`src/rtl/usb_pkg.sv`:
```
// Shared constants for the EP0 control-transfer sequencer: handshake codes,
// stage encodings, and the EP0 endpoint number.
package usb_pkg;

   localparam logic [1:0] hs_ack   = 2'b00;
   localparam logic [1:0] hs_none  = 2'b01;
   localparam logic [1:0] hs_nak   = 2'b10;
   localparam logic [1:0] hs_stall = 2'b11;

   localparam logic [3:0] EP0 = 4'd0;

   typedef enum logic [2:0] {
      ST_IDLE       = 3'd0,
      ST_DECODE     = 3'd1,
      ST_DATA_IN    = 3'd2,
      ST_DATA_OUT   = 3'd3,
      ST_STATUS_IN  = 3'd4,
      ST_STATUS_OUT = 3'd5,
      ST_STALLED    = 3'd6
   } stage_e;

   function automatic logic [6:0] min_budget(input logic [15:0] rem, input logic [6:0] max_pkt);
      if (rem < {9'd0, max_pkt}) begin
         return rem[6:0];
      end else begin
         return max_pkt;
      end
   endfunction

endpackage

```
`src/rtl/usb_txn_edge.sv`:
```
// Registers transaction_active, derives start/end pulses and holds the token
// fields captured at the start of each transaction.
module usb_txn_edge
   import usb_pkg::*;
(
   input  logic       clk_i,
   input  logic       rst_i,
   input  logic       active_i,
   input  logic [3:0] endpoint_i,
   input  logic       dir_in_i,
   input  logic       setup_i,
   output logic       start_o,
   output logic       end_o,
   output logic       active_o,
   output logic [3:0] endpoint_o,
   output logic       dir_in_o,
   output logic       setup_o
);

   logic       act_q;
   logic [3:0] ep_q;
   logic       dir_q;
   logic       setup_q;

   assign start_o    = active_i & ~act_q;
   assign end_o      = ~active_i & act_q;
   assign active_o   = act_q;
   assign endpoint_o = ep_q;
   assign dir_in_o   = dir_q;
   assign setup_o    = setup_q;

   // Activity register and token-field capture on the start edge.
   always_ff @(posedge clk_i) begin
      if (rst_i) begin
         act_q   <= 1'b0;
         ep_q    <= 4'd0;
         dir_q   <= 1'b0;
         setup_q <= 1'b0;
      end else begin
         act_q <= active_i;
         if (start_o) begin
            ep_q    <= endpoint_i;
            dir_q   <= dir_in_i;
            setup_q <= setup_i;
         end
      end
   end

endmodule

```
`src/rtl/usb_ep0_sequencer.sv`:
```
// EP0 control-transfer sequencer: stage tracking, DATA0/DATA1 toggle,
// handshake selection, IN byte budgeting and deferred address commit.
module usb_ep0_sequencer
   import usb_pkg::*;
#(
   parameter int MAX_PKT = 8
)
(
   input  logic        clk,
   input  logic        rst,
   input  logic        usb_rst,
   input  logic        transaction_active,
   input  logic [3:0]  endpoint,
   input  logic        direction_in,
   input  logic        setup,
   input  logic        success,
   input  logic        data_strobe,
   input  logic        req_valid,
   input  logic        req_dir_in,
   input  logic [15:0] req_len,
   input  logic        req_stall,
   input  logic        req_set_addr,
   input  logic [6:0]  req_addr,
   output logic [1:0]  handshake,
   output logic        data_toggle,
   output logic [6:0]  usb_address,
   output logic [6:0]  in_budget,
   output logic [2:0]  stage,
   output logic        xfer_done
);

   localparam logic [6:0] MAX7 = 7'(MAX_PKT);

   stage_e      state_q, state_d;
   logic [15:0] rem_q, rem_d;
   logic        tog_q, tog_d;
   logic [6:0]  addr_q, addr_d;
   logic [6:0]  pend_q, pend_d;
   logic        pend_v_q, pend_v_d;
   logic [6:0]  cnt_q, cnt_d;
   logic [1:0]  hs_q, hs_d;
   logic        dtog_q, dtog_d;
   logic [6:0]  bud_q, bud_d;
   logic        done_q, done_d;

   logic        rst_s, start_s, end_s, act_s, din_s, stp_s, setup_start_s, last_s;
   logic [3:0]  ep_s;
   logic [15:0] rem_sub_s;

   assign rst_s = rst | usb_rst;

   usb_txn_edge u_edge (
      .clk_i      (clk),
      .rst_i      (rst_s),
      .active_i   (transaction_active),
      .endpoint_i (endpoint),
      .dir_in_i   (direction_in),
      .setup_i    (setup),
      .start_o    (start_s),
      .end_o      (end_s),
      .active_o   (act_s),
      .endpoint_o (ep_s),
      .dir_in_o   (din_s),
      .setup_o    (stp_s)
   );

   // Remaining count never underflows; a packet shorter than MAX_PKT also ends the data stage.
   assign setup_start_s = start_s & setup & (endpoint == EP0);
   assign rem_sub_s     = (rem_q > {9'd0, cnt_q}) ? (rem_q - {9'd0, cnt_q}) : 16'd0;
   assign last_s        = (rem_sub_s == 16'd0) || (cnt_q < MAX7);

   // Next-state, counter and registered-output logic.
   always_comb begin
      state_d  = state_q;
      rem_d    = rem_q;
      tog_d    = tog_q;
      addr_d   = addr_q;
      pend_d   = pend_q;
      pend_v_d = pend_v_q;
      cnt_d    = cnt_q;
      hs_d     = hs_q;
      dtog_d   = dtog_q;
      bud_d    = bud_q;
      done_d   = 1'b0;

      if (start_s) begin
         cnt_d = 7'd0;
      end else if (act_s && data_strobe && (cnt_q != 7'h7f)) begin
         cnt_d = cnt_q + 7'd1;
      end else begin
         cnt_d = cnt_q;
      end

      if (act_s) begin
         hs_d   = hs_stall;
         bud_d  = 7'd0;
         dtog_d = tog_q;
         if (ep_s != EP0) begin
            hs_d = hs_stall;
         end else if (stp_s) begin
            hs_d   = hs_ack;
            dtog_d = 1'b0;
         end else begin
            case (state_q)
               ST_DECODE:     hs_d = hs_nak;
               ST_DATA_IN: begin
                  hs_d   = hs_ack;
                  bud_d  = din_s ? min_budget(rem_q, MAX7) : 7'd0;
                  dtog_d = din_s ? tog_q : 1'b1;
               end
               ST_DATA_OUT:   hs_d = din_s ? hs_nak : hs_ack;
               ST_STATUS_IN: begin
                  hs_d   = din_s ? hs_ack : hs_nak;
                  dtog_d = 1'b1;
               end
               ST_STATUS_OUT: begin
                  hs_d   = din_s ? hs_nak : hs_ack;
                  dtog_d = 1'b1;
               end
               default:       hs_d = hs_stall;
            endcase
         end
      end else begin
         hs_d = hs_q;
      end

      if (setup_start_s) begin
         state_d  = ST_IDLE;
         tog_d    = 1'b0;
         pend_v_d = 1'b0;
      end else if (req_valid && (state_q == ST_DECODE)) begin
         if (req_stall) begin
            state_d = ST_STALLED;
         end else begin
            rem_d = req_len;
            tog_d = 1'b1;
            if (req_set_addr) begin
               pend_d   = req_addr;
               pend_v_d = 1'b1;
            end else begin
               pend_v_d = pend_v_q;
            end
            if (req_len == 16'd0) begin
               state_d = ST_STATUS_IN;
            end else begin
               state_d = req_dir_in ? ST_DATA_IN : ST_DATA_OUT;
            end
         end
      end else if (end_s && (ep_s == EP0)) begin
         if (stp_s) begin
            state_d = success ? ST_DECODE : ST_IDLE;
         end else if (success) begin
            case (state_q)
               ST_DATA_IN: begin
                  if (din_s) begin
                     rem_d   = rem_sub_s;
                     tog_d   = ~tog_q;
                     state_d = last_s ? ST_STATUS_OUT : ST_DATA_IN;
                  end else begin
                     state_d = ST_IDLE;
                     done_d  = 1'b1;
                  end
               end
               ST_DATA_OUT: begin
                  if (!din_s) begin
                     rem_d   = rem_sub_s;
                     tog_d   = ~tog_q;
                     state_d = last_s ? ST_STATUS_IN : ST_DATA_OUT;
                  end else begin
                     state_d = state_q;
                  end
               end
               ST_STATUS_IN: begin
                  if (din_s) begin
                     addr_d   = pend_v_q ? pend_q : addr_q;
                     pend_v_d = 1'b0;
                     state_d  = ST_IDLE;
                     done_d   = 1'b1;
                  end else begin
                     state_d = state_q;
                  end
               end
               ST_STATUS_OUT: begin
                  if (!din_s) begin
                     state_d = ST_IDLE;
                     done_d  = 1'b1;
                  end else begin
                     state_d = state_q;
                  end
               end
               default: state_d = state_q;
            endcase
         end else begin
            state_d = state_q;
         end
      end else begin
         state_d = state_q;
      end
   end

   // State and output registers with synchronous reset.
   always_ff @(posedge clk) begin
      if (rst_s) begin
         state_q  <= ST_IDLE;
         rem_q    <= 16'd0;
         tog_q    <= 1'b0;
         addr_q   <= 7'd0;
         pend_q   <= 7'd0;
         pend_v_q <= 1'b0;
         cnt_q    <= 7'd0;
         hs_q     <= hs_nak;
         dtog_q   <= 1'b0;
         bud_q    <= 7'd0;
         done_q   <= 1'b0;
      end else begin
         state_q  <= state_d;
         rem_q    <= rem_d;
         tog_q    <= tog_d;
         addr_q   <= addr_d;
         pend_q   <= pend_d;
         pend_v_q <= pend_v_d;
         cnt_q    <= cnt_d;
         hs_q     <= hs_d;
         dtog_q   <= dtog_d;
         bud_q    <= bud_d;
         done_q   <= done_d;
      end
   end

   assign handshake   = hs_q;
   assign data_toggle = dtog_q;
   assign usb_address = addr_q;
   assign in_budget   = bud_q;
   assign stage       = state_q;
   assign xfer_done   = done_q;

endmodule

```
`config.mk`:
```
export PLATFORM = sky130hd
export DESIGN_NAME = usb_ep0_sequencer
export DESIGN_NICKNAME = d
export VERILOG_FILES = /design/src/rtl/usb_pkg.sv /design/src/rtl/usb_txn_edge.sv /design/src/rtl/usb_ep0_sequencer.sv
export SDC_FILE = /design/constraint.sdc
export NUM_CORES = 1
export LEC_CHECK = 0
export BUFFER_PORTS_ARGS = -buffer_cell sky130_fd_sc_hd__buf_2
export CORE_MARGIN = 8
export CORE_UTILIZATION = 55
export CTS_CLUSTER_DIAMETER = 80
export DETAILED_ROUTE_END_ITERATION = 8
export HOLD_SLACK_MARGIN = 0.15
export PLACE_DENSITY = 0.78
export SYNTH_ARGS = -nofsm -noshare
export SYNTH_HDL_FRONTEND = slang
export SYNTH_SLANG_ARGS = --single-unit
```
`constraint.sdc`:
```
create_clock -name clk -period 3.2 [get_ports clk]
set_input_delay 0.48 -clock clk [delete_from_list [all_inputs] [get_ports clk]]
set_output_delay 0.48 -clock clk [all_outputs]
set_load 0.1 [all_outputs]
```
==> out/summary.txt, run 1 <==
Synthesized instance count: 433
Hold Path Cell Cnt: 3
Layout fillers: 525
Mean post-synth cell area: 8.05 um^2
Synthesis-to-finish area growth: 15.9%
Hold-critical path endpoint: u_edge.dir_in_o$_SDFFE_PP0P_
Most common library cells after synthesis: 61 x nor2_1, 60 x dfxtp_1, 34 x nand2_1
H-tree depth: 3
Number of global-route vias before repair: 3270
RSZ-0062 raised after global routing: no
Top cells by area in the synthesized netlist: dfxtp_1 34%, nor2_1 6.6%, mux2i_1 6.0%
Clock power frac: 47.2%
Initial Utilization: 55.9%
Proportion of register bits with asynchronous set or reset after synthesis: 0%
Clock net sink count: 60
Fraction of final layout cells with drive strength greater than 1: 20.6%
Multi-input gate area: 2110 um^2
Skew-Pair Late Insertion Delay: 0.34 ns
# setup viols final: 0
Yosys top cell area share: 34.5%
Initial DRT Pass Iterations: 5
Cell row count: 29
Crit-path leading delay family: compound AO/OA/AOI/OAI gates
Clk buf depth: 2
Worst slew pin tran: 0.809 ns
Clock-pin slew on the worst setup and hold paths: 0.07 ns
Syn_nets: 481
Global-route wire length before repair: 15.6 mm
Switching power share of the total: 22.7%
Buffer cell driving the clock tree root: clkbuf_8
Setup TNS after final layout: 0 ns
GRT Resource Usage Total: 21.3%
Area used by sequential logic in the layout: 1200 um^2
Total of hold buffers inserted after clock tree synthesis: 0
Run status: complete, no violations
Startpoint of the tightest hold check path: direction_in
Post-route minimum period: 3.03 ns
Worst supply voltage drop on vdd: 0.441 mV
Most used standard cell by instance count after synthesis: nor2_1
Die Y: 95.6 um
Final hold violations: 0
Power density relative to cell area: 390 nW/um^2
Count of max-cap constraint violations: 0
Number of cells on the worst reg-to-reg path: 13
Leakage dissipation: 1.56 nW
Rel. slew slack: 45.9%
Stage delay of the slowest cell on the critical path: 0.41 ns
Capturing point of the worst reg2reg path: stage[2]$_SDFFE_PP0P_
Gp weighted congestion: 1.01
Endpoint arrival time on the critical path: 3.25 ns
Core Area: 6240 um^2
IO Pins: 60
Sequential-to-total area share from yosys stat: 34.5%
Number of library cell types mapped by synthesis: 62
Warnings from Yosys: 0
Port Buffers: 59
Cell with the largest stage delay on the worst path: fa_1
Power Internal: 1.22 mW
Core Util, Final: 64.8%
Reg-to-reg startpoint: rem_q[0]$_SDFFE_PP0P_
Cell breakdown of the critical path: inv_1 -> ha_1 -> fa_1 -> and2b_1 -> o211ai_2 -> o31ai_4 -> nor2_1 -> o21a_1 -> buf_4 -> a21oi_2 -> nand2_1 -> a221oi_1 -> nor3_1
Required @ worst endpoint: 3.42 ns
Most instantiated flip-flop cell in the synthesis netlist: dfxtp_1
Antenna viol nets, final: 0
Worst clock skew: 0.00832 ns
Part of the cycle the worst path needs: 94.8%
Slack of the worst reg-to-reg path: 0.17 ns
Mean routed wirelength per cell: 16.6 um
Maximum fanout along the worst path: 6
Width of the chip: 95.6 um
Sum of overflow across all layers after global routing: 0
Post-detailed-route via-to-cell ratio: 6.03
Comb power frac: 5.1%
Residual DRC: 0
# nets final: 533
Buffers inserted during post-CTS setup optimization: 0
Area of the mapped netlist: 3490 um^2
Total die area: 9140 um^2
Vias: 3417
Drt initial violations: 223
EDFF count, synth: 0
Total CTS buffers: 9
Type of origin of the critical path: flop
Proportion of power drawn by flip-flops and latches: 47.8%
Number of buffers and inverters on the critical path: 2
Tightest Hold Check Type: input port to flop
HPWL reported at the end of detailed placement: 7.19 mm
Diode insertion count for antenna repair: 0
Cell type with the largest total area after synthesis: dfxtp_1
Final Max Slew Viols: 0
CTS tree: done
Total Routed Length: 9.44 mm
Worst Setup End Kind: flop
Flops & latches, synth: 60
Fmax: 330 MHz
Number of antenna violations at the first check in global routing: 0
Switching power total: 358 uW
Maximum number of pins on one net before global-route repair: 39
Crit Path Category: flop to flop
==> tightest hold or removal path: cells and delay by family <==
| family | cells | cell delay, ns |
|---|---|---|
| simple gates | 1 | 0.05 |
| compound gates | 1 | 0.05 |
| buf+inv | 1 | 0.09 |
==> layout by cell type, fill, tap and decap left out, drive strengths merged, types with 3 or more instances in the layout <==
master and n:
mux2i 21, nor4b 3, dfxtp 60, a32o 4, xnor2 7, nor3 14
and3 3, nand3 9, a22o 5, ha 8, nor4 15, nor2b 5
o211ai 6, nand2 34, inv 19, nand2b 5, o31ai 4, a21oi 32
a211oi 7, a31oi 4, nor2 61, o21ai 22, buf 66, clkbuf 10
o22ai 3, xor2 3, a22oi 6, nand4 7, a221oi 3, or3 6
and2 6, or2 6
==> worst max path at each step <==
stage	cells after the start	end	startpoint	slack, ns
2_1_floorplan	11	rem_q[5]$_SDFFE_PP0P_	rem_q[0]$_SDFFE_PP0P_	0.48
3_3_place_gp	11	rem_q[5]$_SDFFE_PP0P_	rem_q[0]$_SDFFE_PP0P_	0.28
3_5_place_dp	11	rem_q[5]$_SDFFE_PP0P_	rem_q[0]$_SDFFE_PP0P_	0.18
4_1_cts	11	rem_q[5]$_SDFFE_PP0P_	rem_q[0]$_SDFFE_PP0P_	0.13
5_1_grt	13	stage[2]$_SDFFE_PP0P_	rem_q[0]$_SDFFE_PP0P_	0.02
6_report	13	stage[2]$_SDFFE_PP0P_	rem_q[0]$_SDFFE_PP0P_	0.17
==> power by group through the flow <==
stage | logic (mW) | clock network, mW | registers (mW)
after floorplan | 0.0382 | 0 | 0.771
after global placement | 0.0775 | 0 | 0.771
after detailed placement | 0.0790 | 0 | 0.771
after CTS | 0.0794 | 0.752 | 0.753
after global routing | 0.0882 | 0.793 | 0.754
final | 0.0801 | 0.744 | 0.754
==> state kept, by name, summed over array words and instances (netlist names), 2 cells and up <==
register / count
rem_q: 16
u_edge.endpoint_o: 4
handshake: 2
stage: 3
usb_address: 7
in_budget: 7
pend_q: 7
cnt_q: 7
==> timing repair <==
item,in CTS,in global routing
endpoints found under the hold margin,0,0
endpoints found under the setup margin,0,3
resized for setup,0,2
==> metal layers <==
layer | part of all wire (%) | GRT usage, % | wire, um | vias up
met5 | 0 | 0 | 0 | -
met3 | 6.2 | 3.94 | 587 | 22
met4 | 1.9 | 7.68 | 176 | 0
li1 | - | - | - | 1667
met1 | 44 | 27.8 | 4160 | 1609
met2 | 48 | 34.3 | 4520 | 119
==> cells by family (layout without fill, tap and decap cells) <==
group                      count (synthesis)  after routing  synth area share [%]
and+or+nand+nor                          181            181                  27.4
AOI/OAI and AO/OA                        108            108                  20.7
DFF                                       60             60                  34.5
buffers and inverters                     44            101                  5.53
muxes                                     21             21                  6.03
xor gates and xnor gates                  10             10                  2.51
adders and majority gates                  9              9                  3.45
==> per-stage QoR <==
step / total power, mW / hold WS [ns] / area, um^2 / instances / worst slack, ns
2_1_floorplan: 0.809 / 0.446 / 3490 / 433 / 0.481
4_1_cts: 1.58 / 0.373 / 4030 / 567 / 0.126
3_5_place_dp: 0.850 / 0.441 / 3810 / 551 / 0.179
3_3_place_gp: 0.848 / 0.437 / 3810 / 551 / 0.276
5_1_grt: 1.63 / 0.376 / 4040 / 567 / 0.0236
6_report: 1.58 / 0.381 / 4040 / 567 / 0.166
==> final cells by class <==
cell class,instances,share of cell area (%)
clock buffers,10,3.16
well taps,77,2.38
multi-input cells,329,52.2
clock inverters,6,2.20
inverters,19,1.76
flip-flops and latches,60,29.7
repair buffers,66,8.61
Power figures use the tool's default switching activity.
==> run 2: changes to the inputs <==
--- a/config.mk
+++ b/config.mk
@@ -6,12 +6,14 @@
 export NUM_CORES = 1
 export LEC_CHECK = 0
 export BUFFER_PORTS_ARGS = -buffer_cell sky130_fd_sc_hd__buf_2
+export CELL_PAD_IN_SITES_DETAIL_PLACEMENT = 1
+export CELL_PAD_IN_SITES_GLOBAL_PLACEMENT = 1
 export CORE_MARGIN = 8
-export CORE_UTILIZATION = 55
+export CORE_UTILIZATION = 41
 export CTS_CLUSTER_DIAMETER = 80
 export DETAILED_ROUTE_END_ITERATION = 8
 export HOLD_SLACK_MARGIN = 0.15
-export PLACE_DENSITY = 0.78
+export PLACE_DENSITY_LB_ADDON = 0.1
 export SYNTH_ARGS = -nofsm -noshare
 export SYNTH_HDL_FRONTEND = slang
 export SYNTH_SLANG_ARGS = --single-unit
==> out/summary.txt, run 2 (synthesized netlist as in run 1, its figures left out) <==
CTS tree: done
Sum of overflow across all layers after global routing: 0 (unchanged)
Buffers inserted during post-CTS setup optimization: 0 (unchanged)
Worst Setup End Kind: flop
Total CTS buffers: 9 (unchanged)
Antenna viol nets, final: 0 (unchanged)
Met1 capacity usage during global routing: 24.4% (-3.4 points)
Diode insertion count for antenna repair: 0 (unchanged)
Overall power: 1.52 mW (-3.4%)
# setup viols final: 0 (unchanged)
Gp weighted congestion: 0.900 (-11%)
Number of cells on the worst reg-to-reg path: 13 (unchanged)
Hold Path Cell Cnt: 3 (unchanged)
Maximum fanout along the worst path: 6 (unchanged)
Reg-to-reg startpoint: rem_q[0]$_SDFFE_PP0P_
IO Pins: 60 (unchanged)
Total Routed Length: 10.8 mm (+15%)
Fmax: 331 MHz (+0.51%)
Final Max Slew Viols: 0 (unchanged)
Total die area: 11700 um^2 (+28%)
Cell row count: 33 (+14%)
Tightest Hold Check Type: input port to flop
Required @ worst endpoint: 3.43 ns (about the same)
Run status: complete, no violations
Final hold violations: 0 (unchanged)
Initial Utilization: 42.4% (-13 points)
Initial DRT Pass Iterations: 6 (+1)
Worst slew pin tran: 0.858 ns (+0.0483 ns)
RSZ-0062 raised after global routing: yes
Vias: 3387 (-0.88%)
Layout Cells excl Fill: 593 (+4.6%)
Worst clock skew: 0.0141 ns (+0.00582 ns)
Clock net sink count: 60 (unchanged)
Total of hold buffers inserted after clock tree synthesis: 0 (unchanged)
Launching element of the worst setup path: rem_q[0]$_SDFFE_PP0P_
Top register by number of flip-flops: rem_q
Fraction of final layout cells with drive strength greater than 1: 20.9% (+0.29 points)
Width of the chip: 108 um (+13%)
Synthesis-to-finish area growth: 16.2%
Die Y: 108 um (+13%)
Capturing point of the worst reg2reg path: stage[2]$_SDFFE_PP0P_
CTS-repair resized insts: 0 (unchanged)
Crit Path Category: flop to flop
Worst supply voltage drop on vdd: 0.291 mV (-34%)
GRT Resource Usage Total: 19.1% (-2.2 points)
Global-route wire length before repair: 18.0 mm (+15%)
Rel. slew slack: 42.7% (-3.2 points)
Count of max-cap constraint violations: 0 (unchanged)
Port Buffers: 59 (unchanged)
Core Area: 8220 um^2 (+32%)
Placed Cells incl. Taps: 577 (+4.7%)
GR met2 Demand/Resource: 30.4% (-4.0 points)
HPWL reported at the end of detailed placement: 8.44 mm (+17%)
Drt initial violations: 89 (-60%)
Post-route minimum period: 3.02 ns (-0.0154 ns)
Part of the cycle the worst path needs: 94.3% (-0.48 points)
Layer with the highest usage after global routing: met2
Mean routed wirelength per cell: 18.2 um (+9.5%)
GR Layer Usage met3: 4.10% (+0.17 points)
Post-detailed-route via-to-cell ratio: 5.71 (-5.2%)
H-tree depth: 3 (unchanged)
Number of antenna violations at the first check in global routing: 1 (+1)
Worst setup path end: stage[2]$_SDFFE_PP0P_
Buffer cell driving the clock tree root: clkbuf_8
# nets final: 531 (-0.38%)
Maximum number of pins on one net before global-route repair: 39 (unchanged)
Clock-pin slew on the worst setup and hold paths: 0.08 ns (about the same)
Clk buf depth: 2 (unchanged)
Residual DRC: 0 (unchanged)
Leading cell types in the layout, fill and taps excluded: 60 x nor2_1, 60 x dfxtp_1, 59 x buf_2
Number of global-route vias before repair: 3650 (+12%)
Power density relative to cell area: 376 nW/um^2 (-3.6%)
Number of flip-flops in the largest register: 16 (unchanged)
Slack of the worst reg-to-reg path: 0.18 ns (+0.02 ns)
Leakage dissipation: 1.55 nW (-0.53%)
Skew-Pair Late Insertion Delay: 0.34 ns (about the same)
Endpoint arrival time on the critical path: 3.25 ns (about the same)
Type of origin of the critical path: flop
==> run 2: layout make-up <==
class | instances | area [um^2]
flip-flops and latches | 60 | 1200
multi-input cells | 329 | 2110
clock inverters | 7 | 75.1
repair buffers | 64 | 333
fillers | 1028 | 4170
clock buffers | 9 | 124
inverters | 19 | 71.3
well taps | 105 | 131
==> run 2: worst min path at each step <==
stage	slack, ns	startpoint	end
2_1_floorplan	0.45	pend_v_q$_SDFFE_PP0P_	pend_v_q$_SDFFE_PP0P_
3_3_place_gp	0.44	in_budget[6]$_SDFFE_PP0P_	in_budget[6]$_SDFFE_PP0P_
3_5_place_dp	0.44	in_budget[5]$_SDFFE_PP0P_	in_budget[5]$_SDFFE_PP0P_
4_1_cts	0.36	req_addr[3]	pend_q[3]$_SDFFE_PP0P_
5_1_grt	0.39	direction_in	u_edge.dir_in_o$_SDFFE_PP0P_
6_report	0.38	direction_in	u_edge.dir_in_o$_SDFFE_PP0P_
==> run 2: metal layers <==
metal | vias up | share of wire, %
li1 | 1660 | -
met2 | 73 | 47
met4 | 2 | 2.1
met5 | - | 0.074
met1 | 1635 | 45
met3 | 17 | 5.9
==> run 2: where the power goes <==
| part | leakage (nW) | total (mW) | internal, mW | switching (mW) |
|---|---|---|---|---|
| Sequential | 0.484 | 0.753 | 0.749 | 0.00402 |
| Combinational | 0.962 | 0.0827 | 0.0318 | 0.0509 |
| Clock | 0.104 | 0.688 | 0.363 | 0.324 |
==> run 2: stage by stage <==
| step | hold slack, ns | cell area, um^2 | worst slack [ns] | util (%) | TNS (ns) |
|---|---|---|---|---|---|
| 6_report | 0.377 | 4050 | 0.181 | 49.3 | 0 |
| 5_1_grt | 0.389 | 4050 | -0.0789 | 49.3 | -0.0789 |
| 4_1_cts | 0.357 | 4030 | 0.110 | 49.1 | 0 |
| 3_5_place_dp | 0.443 | 3830 | 0.150 | 46.7 | 0 |
| 3_3_place_gp | 0.437 | 3830 | 0.271 | 46.7 | 0 |
| 2_1_floorplan | 0.446 | 3490 | 0.481 | - | 0 |
==> run 2: critical path, stage by stage, from the launching register on <==
cell and delay, ns:
dfxtp_1 0.37, inv_1 0.06, ha_1 0.22, fa_1 0.40, and2b_1 0.26, o211ai_2 0.14
o31ai_2 0.29, nor2_1 0.12, o21a_1 0.21, buf_4 0.17, a21oi_4 0.19, nand2_1 0.08
a221oi_1 0.30, nor3_1 0.09
